<file path="config.mk">
export PLATFORM = sky130hd
export DESIGN_NAME = led_step_sequencer
export DESIGN_NICKNAME = d
export VERILOG_FILES = /design/src/rtl/led_seq_pkg.sv /design/src/rtl/led_step_sequencer.sv
export SDC_FILE = /design/constraint.sdc
export NUM_CORES = 1
export LEC_CHECK = 0
export CAP_MARGIN = 15
export CORE_AREA = 8 8 73 75
export DETAILED_ROUTE_END_ITERATION = 10
export DIE_AREA = 0 0 81 83
export RECOVER_POWER = 50
export SETUP_SLACK_MARGIN = 0.15
export SLEW_MARGIN = 5
export SYNTH_ARGS = -nofsm -noshare
export SYNTH_HDL_FRONTEND = slang
export SYNTH_SLANG_ARGS = --single-unit
</file>
<file path="constraint.sdc">
create_clock -name clk -period 1.3 [get_ports clk]
set_input_delay 0.325 -clock clk [delete_from_list [all_inputs] [get_ports clk]]
set_output_delay 0.325 -clock clk [all_outputs]
set_load 0.05 [all_outputs]
</file>
<file path="src/rtl/led_seq_pkg.sv">
// led_seq_pkg: shared types and constants for the LED step sequencer.
//   seq_state_t : 3-bit FSM state encoding
//   AMT_LSB/AMT_MSB/PAT_LSB : field positions inside a ROM step word
//   END_MARKER  : amount value that terminates the program
package led_seq_pkg;

  typedef enum logic [2:0] {
    ST_IDLE  = 3'd0,
    ST_FETCH = 3'd1,
    ST_LOAD  = 3'd2,
    ST_WAIT  = 3'd3,
    ST_GAP   = 3'd4,
    ST_HALT  = 3'd5
  } seq_state_t;

  localparam int AMT_LSB = 0;
  localparam int AMT_MSB = 7;
  localparam int PAT_LSB = 8;

  localparam logic [7:0] END_MARKER = 8'h00;

endpackage

</file>
<file path="src/rtl/led_step_sequencer.sv">
// led_step_sequencer: fetches {pattern, amount} step words from a synchronous
// ROM, drives the LED pattern and handshakes with the delay timer.
//
// Ports:
//   clk          system clock, rising edge
//   rst          synchronous active-low reset
//   run          level; 1 = execute program, 0 = pause
//   rom_addr     step address to the ROM (registered)
//   rom_data     ROM word {pattern, amount}, valid one cycle after rom_addr
//   leds         current LED pattern
//   timer_start  drives timer startStop
//   timer_amount drives timer amount
//   timer_en     one-cycle done pulse from the timer
//   step_pulse   one-cycle pulse when a step completes
//   halted       end marker reached (always 0 in the looping build)
//
// Build option: LED_SEQ_LOOP_EN -- when defined, the end marker restarts the
// program at address 0 instead of halting.
//
// state | meaning
// ------+--------------------------------------------------------------
// IDLE  | paused / after reset; timer stopped, waits for run
// FETCH | rom_addr presented, waiting out the ROM read latency
// LOAD  | rom_data valid; start a step or act on the end marker
// WAIT  | timer running, waiting for its done pulse
// GAP   | timer held stopped one cycle so it clears its count
// HALT  | end marker reached; only reset leaves this state
module led_step_sequencer
  import led_seq_pkg::*;
#(
  parameter int ADDR_W = 5,
  parameter int LED_W  = 8
) (
  input  logic              clk,
  input  logic              rst,
  input  logic              run,
  output logic [ADDR_W-1:0] rom_addr,
  input  logic [LED_W+7:0]  rom_data,
  output logic [LED_W-1:0]  leds,
  output logic              timer_start,
  output logic [7:0]        timer_amount,
  input  logic              timer_en,
  output logic              step_pulse,
  output logic              halted
);

  localparam logic [ADDR_W-1:0] PC_ONE = ADDR_W'(1);

  seq_state_t        state;
  logic [ADDR_W-1:0] pc;
  logic [7:0]        rom_amt;
  logic [LED_W-1:0]  rom_pat;

  assign rom_amt = rom_data[AMT_MSB:AMT_LSB];
  assign rom_pat = rom_data[PAT_LSB +: LED_W];

`ifndef LED_SEQ_LOOP_EN
  logic halted_q;
  assign halted = halted_q;
`else
  assign halted = 1'b0;
`endif

  always_ff @(posedge clk) begin
    if (!rst) begin
      state        <= ST_IDLE;
      pc           <= '0;
      rom_addr     <= '0;
      leds         <= '0;
      timer_start  <= 1'b0;
      timer_amount <= 8'h00;
      step_pulse   <= 1'b0;
`ifndef LED_SEQ_LOOP_EN
      halted_q     <= 1'b0;
`endif
    end else begin
      step_pulse <= 1'b0;
      case (state)
        ST_IDLE: begin
          timer_start <= 1'b0;
          if (run) begin
            rom_addr <= pc;
            state    <= ST_FETCH;
          end
        end

        ST_FETCH: begin
          if (!run) begin
            timer_start <= 1'b0;
            state       <= ST_IDLE;
          end else begin
            state <= ST_LOAD;
          end
        end

        ST_LOAD: begin
          if (!run) begin
            timer_start <= 1'b0;
            state       <= ST_IDLE;
          end else if (rom_amt != END_MARKER) begin
            leds         <= rom_pat;
            timer_amount <= rom_amt;
            timer_start  <= 1'b1;
            state        <= ST_WAIT;
          end else begin
            // End marker: pattern field is ignored, leds keep the last step.
`ifdef LED_SEQ_LOOP_EN
            pc       <= '0;
            rom_addr <= '0;
            state    <= ST_FETCH;
`else
            timer_start <= 1'b0;
            halted_q    <= 1'b1;
            state       <= ST_HALT;
`endif
          end
        end

        ST_WAIT: begin
          // run has priority over a coincident done pulse: the step is
          // abandoned and re-timed from zero on resume.
          if (!run) begin
            timer_start <= 1'b0;
            state       <= ST_IDLE;
          end else if (timer_en) begin
            timer_start <= 1'b0;
            step_pulse  <= 1'b1;
            pc          <= pc + PC_ONE;
            state       <= ST_GAP;
          end
        end

        ST_GAP: begin
          timer_start <= 1'b0;
          if (!run) begin
            state <= ST_IDLE;
          end else begin
            rom_addr <= pc;
            state    <= ST_FETCH;
          end
        end

        ST_HALT: begin
          timer_start <= 1'b0;
        end

        default: begin
          timer_start <= 1'b0;
          state       <= ST_IDLE;
        end
      endcase
    end
  end

endmodule

</file>
Word-level counts from Yosys, hierarchy flattened --
Cells that the tools add are included.
Cells by class: eq/ne operators 8, bitwise logic cells 2, $add $sub $neg 1, reduce and logical (&&, ||, !) cells 10, mux-type cells 15
Operators by type and width (count):
- case mux 3 bit (6 select lines) | 1
- 2-to-1 mux 3 bit | 5
- AND reduction 3 bit | 5
- nonzero test 8 bit | 1
- 2-to-1 mux 1 bit | 7
- equality test 3 x 2 -> 1 bit (second input constant) | 2
- equality test 3 bit (second input constant) | 2
- adder 5 x 1 -> 5 bit (second input constant) | 1
- != test 2 bit (second input constant) | 2
- AND reduction 2 bit | 2
- equality test 3 x 1 -> 1 bit (second input constant) | 1
- logical NOT 3 bit | 1
- != test 3 bit (second input constant) | 1
- case mux 1 bit (3 select lines) | 1
- 2-to-1 mux 2 bit | 1
- inverter 1 bit | 2
- OR reduction 2 bit | 1
Storage, ports and cells: word-level logic and storage cells 44, output and inout bits 24, register bits 32

Logic depth before layout (Yosys ltp) --
depth in word-level cells 4, depth in mapped cells 7, gate-level depth less buffers 4

Least setup slack after synthesis --
No wires, ideal clock.
path type register -> register, from register state[2], to register timer_amount[0], buffers on the path 4, setup time 0.121 ns, period minus slack after synthesis 1.459 ns, data arrival time 1.337 ns, stages on the path, launching flop included 8, setup slack -0.159 ns, cells stage by stage dfxtp_1 -> buf_6 -> nor4bb_4 -> buf_6 -> a21boi_2 -> buf_6 -> buf_8 -> o21ai_0
On the way: longest elaborated chain between the ends 2
RTL lines:
- from (decl) | line led_step_sequencer.sv:49 | seq_state_t state;
- from (signal assigned) | line led_step_sequencer.sv:66 | state <= ST_IDLE;
- from (signal assigned) | line led_step_sequencer.sv:83 | state <= ST_FETCH;
- from (signal assigned) | line led_step_sequencer.sv:90 | state <= ST_IDLE;
- equality test 3 x 2 -> 1 bit | line led_step_sequencer.sv:78 | case (state)
- AND reduction 3 bit (no line)
- to (signal assigned) | line led_step_sequencer.sv:102 | timer_amount <= rom_amt;
- to (decl) | line led_step_sequencer.sv:41 | output logic [7:0] timer_amount,
Every way passes these cells. A chain may end at the register's enable or synchronous reset.

Worst setup path in the final report --
from register state[0], to register pc[3]
On the way: longest elaborated chain between the ends 2
RTL lines:
- equality test 3 x 2 -> 1 bit | line led_step_sequencer.sv:78
- AND reduction 3 bit (no line)
- to (signal assigned) | line led_step_sequencer.sv:128 | pc <= pc + PC_ONE;
- to (decl) | line led_step_sequencer.sv:50 | logic [ADDR_W-1:0] pc;
Every way passes these cells.

==> impl_metrics.csv <==
group,metric,value,unit
grt,track_usage,0.119,
worst_setup_path,rr_endpoint,"pc[3]",
sta,setup_slack,-0.0853,ns
floorplan,core-area,0.00420,mm^2
sta,period_share,1.07,
logic_synthesis,synthAdderAreaFrac,0.00897,
route,routed-via-count,1328,
route,dr.pass1.iters,4,
logic_synthesis,synth_top_area_share,0.459,
sta,setup_violations,20,
logic_synthesis,synth-simple-area-share,0.235,
worst_setup_path,path_cells,"buf_4, nand4b_1, or4_1, a21oi_1",
route,ant_nets,0,
worst_setup_path,end_kind,"flip-flop",
worst_hold_path,hold_path_end,"timer_amount[5]",
sta,setup_tns,-0.876,ns
route,avgRoutedWirePerCell,14.2,um
sta,fin_crit,1.39,ns
sta,worst_pin_slew,0.356,ns
logic_synthesis,synth_most_common_cell,"dfxtp_1",
floorplan,start_util,0.332,
sta,clock_skew,0.00181,ns
layout,multi_input_area,721,um^2
grt,grt_max_degree,21,
clock_tree,cts_tree,"built",
worst_setup_path,reg2reg_depth,4,
worst_hold_path,holdPathStages,3,
power,powerDensity,813,mW/mm^2
layout,final_layout_size_suffix_gt1_frac,0.473,
layout,nFillCells,354,
logic_synthesis,synthFlopType,"dfxtp_1",
flow_run,drv_cap,0,
clock_tree,cts_hold_buf,0,
clock_tree,cts_sinks,32,
logic_synthesis,ys_seq_area_frac,0.459,
clock_tree,clk_pin_slew,0.06,ns
logic_synthesis,synth_mux_area_frac,0.100,
clock_tree,htreeDepth,2,
worst_setup_path,critical_path_class,"flip-flop to flip-flop",
worst_setup_path,cp_max_fo,9,
logic_synthesis,synth_nets,173,
logic_synthesis,netlist_area,0.00140,mm^2
logic_synthesis,yosysTopAreaCell,"dfxtp_1",
worst_setup_path,r2r_setup_slack,-0.09,ns
floorplan,fp.dieW,81,um
grt,antenna_found_initial,0,
logic_synthesis,ys_top_cells_by_area,"dfxtp_1, mux2i_1, nand2_1, nand3_1, o21ai_0",
logic_synthesis,synth_compound_area_frac,0.119,
floorplan,ios,44,
grt,grt_pass1_wl,6430,um
power,leakagePower,1.01,nW
power,power.total,2.07,mW
logic_synthesis,syn_area_per_cell,9.18,um^2
route,via_per_inst,4.88,
clock_tree,cts_root_buf,"clkbuf_8",
route,first_iter_violations,66,
logic_synthesis,synth_xor_xnor_area_share,0,
logic_synthesis,synth_top_family_by_area,"simple AND/OR/NAND/NOR gates",
run_status,violations,"negative setup slack",
run_status,outcome,"finished with violations",
route,drc_errors,0,
sta,clock.fmax,722,MHz
layout,fin_nets,241,
logic_synthesis,postSynthCellCount,152,
placement,portBuffers,43,
floorplan,die_height,83,um
route,wl,3870,um
sta,finalHoldViolCount,0,
worst_hold_path,hold_path.class,"primary input to flip-flop",
worst_setup_path,cp_slowest_cell,"or4_1",
floorplan,std_cell_rows,24,
logic_synthesis,synth_common_cells,"dfxtp_1, nand2_1, mux2i_1",
layout,num_antenna_cells,0,
worst_setup_path,cp_data_arrival_time,1.60,ns
clock_tree,numCtsBuffers,5,
logic_synthesis,synth_edf_count,0,
worst_setup_path,r2r_start,"state[0]",
power,ir_worst_vdd,0.552,mV
sta,slew-limit-headroom,0.759,
grt,grt_remaining_overflow,0,
clock_tree,clock_latency,0.28,ns
worst_hold_path,hp-start,"rom_data[5]",
layout,seq_area,671,um^2
sta,finalMaxSlewViolations,0,
placement,globalplace.congestion,0.760,
floorplan,dieArea,0.00672,mm^2
logic_synthesis,ys_ff_latch,32,
worst_setup_path,start_kind,"flip-flop",
placement,place_hpwl,2780,um
grt,grt_pass1_vias,1386,
worst_setup_path,cp.required,1.51,ns
layout,syn2layout_area_growth,82.6,%
logic_synthesis,async_flop_share,0,
sta,rsz0062_at_grt,"true",
logic_synthesis,yosysWarnings,0,
placement,preCtsSetupSlack,-0.518,ns
worst_setup_path,cpPeakStageDelay,0.45,ns
clock_tree,ctsLongestPathBuffers,2,
logic_synthesis,synth_cell_types,36,
[how the worst max path moves through the flow]
| stage | from | endpoint | slack [ns] | cells past startpoint |
|---|---|---|---|---|
| finish | state[0] | pc[3] | -0.09 | 4 |
| global route | state[0] | pc[3] | -0.15 | 4 |
| CTS | state[0] | timer_amount[1] | -0.06 | 5 |
| detailed placement | run | leds[3] | -0.52 | 5 |
| global placement | run | leds[7] | -0.48 | 5 |
| floorplan | state[0] | timer_amount[0] | -0.15 | 7 |
[worst max-delay path, delay by kind of cell (launching register included)]
family                 cells  cell delay [ns]
buffers and inverters      1             0.16
AOI/OAI and AO/OA          1             0.13
DFF                        1             0.35
and+or+nand+nor            2             0.67
[cell families (layout without fill, tap and decap cells)]
logic type | count (synthesis) | in the layout
AND/OR/NAND/NOR | 61 | 61
AO/OA/AOI/OAI | 27 | 27
multiplexers | 14 | 14
adder cells (fa/ha/maj) | 1 | 1
flip-flops | 32 | 32
buffers and inverters | 17 | 85
[layer usage]
layer  part of all wire  global-route usage  vias up
li1                   -                   -      662
met1               0.40               0.126      630
met2               0.51               0.200       32
met3              0.076              0.0593        4
met4             0.0072              0.0374        0
met5                  0                   0        -
[metrics by stage]
stage               utilization  hold WS (ns)  instances  area [um^2]
finish                    0.606         0.407        272         2550
global route              0.606         0.417        272         2550
CTS                       0.588         0.415        269         2470
detailed placement        0.529         0.485        256         2220
global placement          0.529         0.474        256         2220
floorplan                     -         0.461        152         1400
[where the power goes]
group          total [mW]  leakage, nW  internal, mW  switching [mW]
registers            1.00        0.270         0.991          0.0101
clock network       0.815       0.0503         0.471           0.344
logic               0.256        0.685         0.140           0.116
total                2.07         1.01          1.60           0.470
[area by class of cell]
| type | instances | share of cell area |
|---|---|---|
| Inverter | 5 | 0.00737 |
| Tap cell | 52 | 0.0255 |
| Multi-Input combinational cell | 103 | 0.283 |
| Timing Repair Buffer | 73 | 0.383 |
| Clock buffer | 7 | 0.0378 |
| Sequential cell | 32 | 0.263 |
[state kept, by name (all words and copies together), names as in the netlist]
name          count
rom_addr          5
timer_amount      8
step_pulse        1
timer_start       1
pc                5
state             3
leds              8
halted            1
[what timing repair did]
action,in CTS,in global routing
gates resized for setup,45,22
pin swaps,9,4
cloned,1,0
endpoints found under the setup margin,41,47
buffers inserted,5,3
[cell usage in the layout (no fill, tap or decap), types with 2 or more instances in the layout]
cell type	Yosys	final
nor4_2	0	2
o21ai_1	0	3
dlygate4sd2_1	0	6
or3_1	2	2
nand2b_1	2	2
mux2i_1	14	14
dfxtp_2	0	24
clkbuf_8	0	7
buf_4	0	18
clkdlybuf4s15_1	0	4
o21ai_2	0	8
nor2_1	5	5
inv_1	5	4
o21a_1	2	2
dfxtp_1	32	8
clkdlybuf4s50_1	0	9
buf_6	4	8
buf_12	0	27
nand3_1	12	11
a21oi_1	6	6
nand2_1	26	26
No activity file was read; power rests on OpenSTA's default activity.
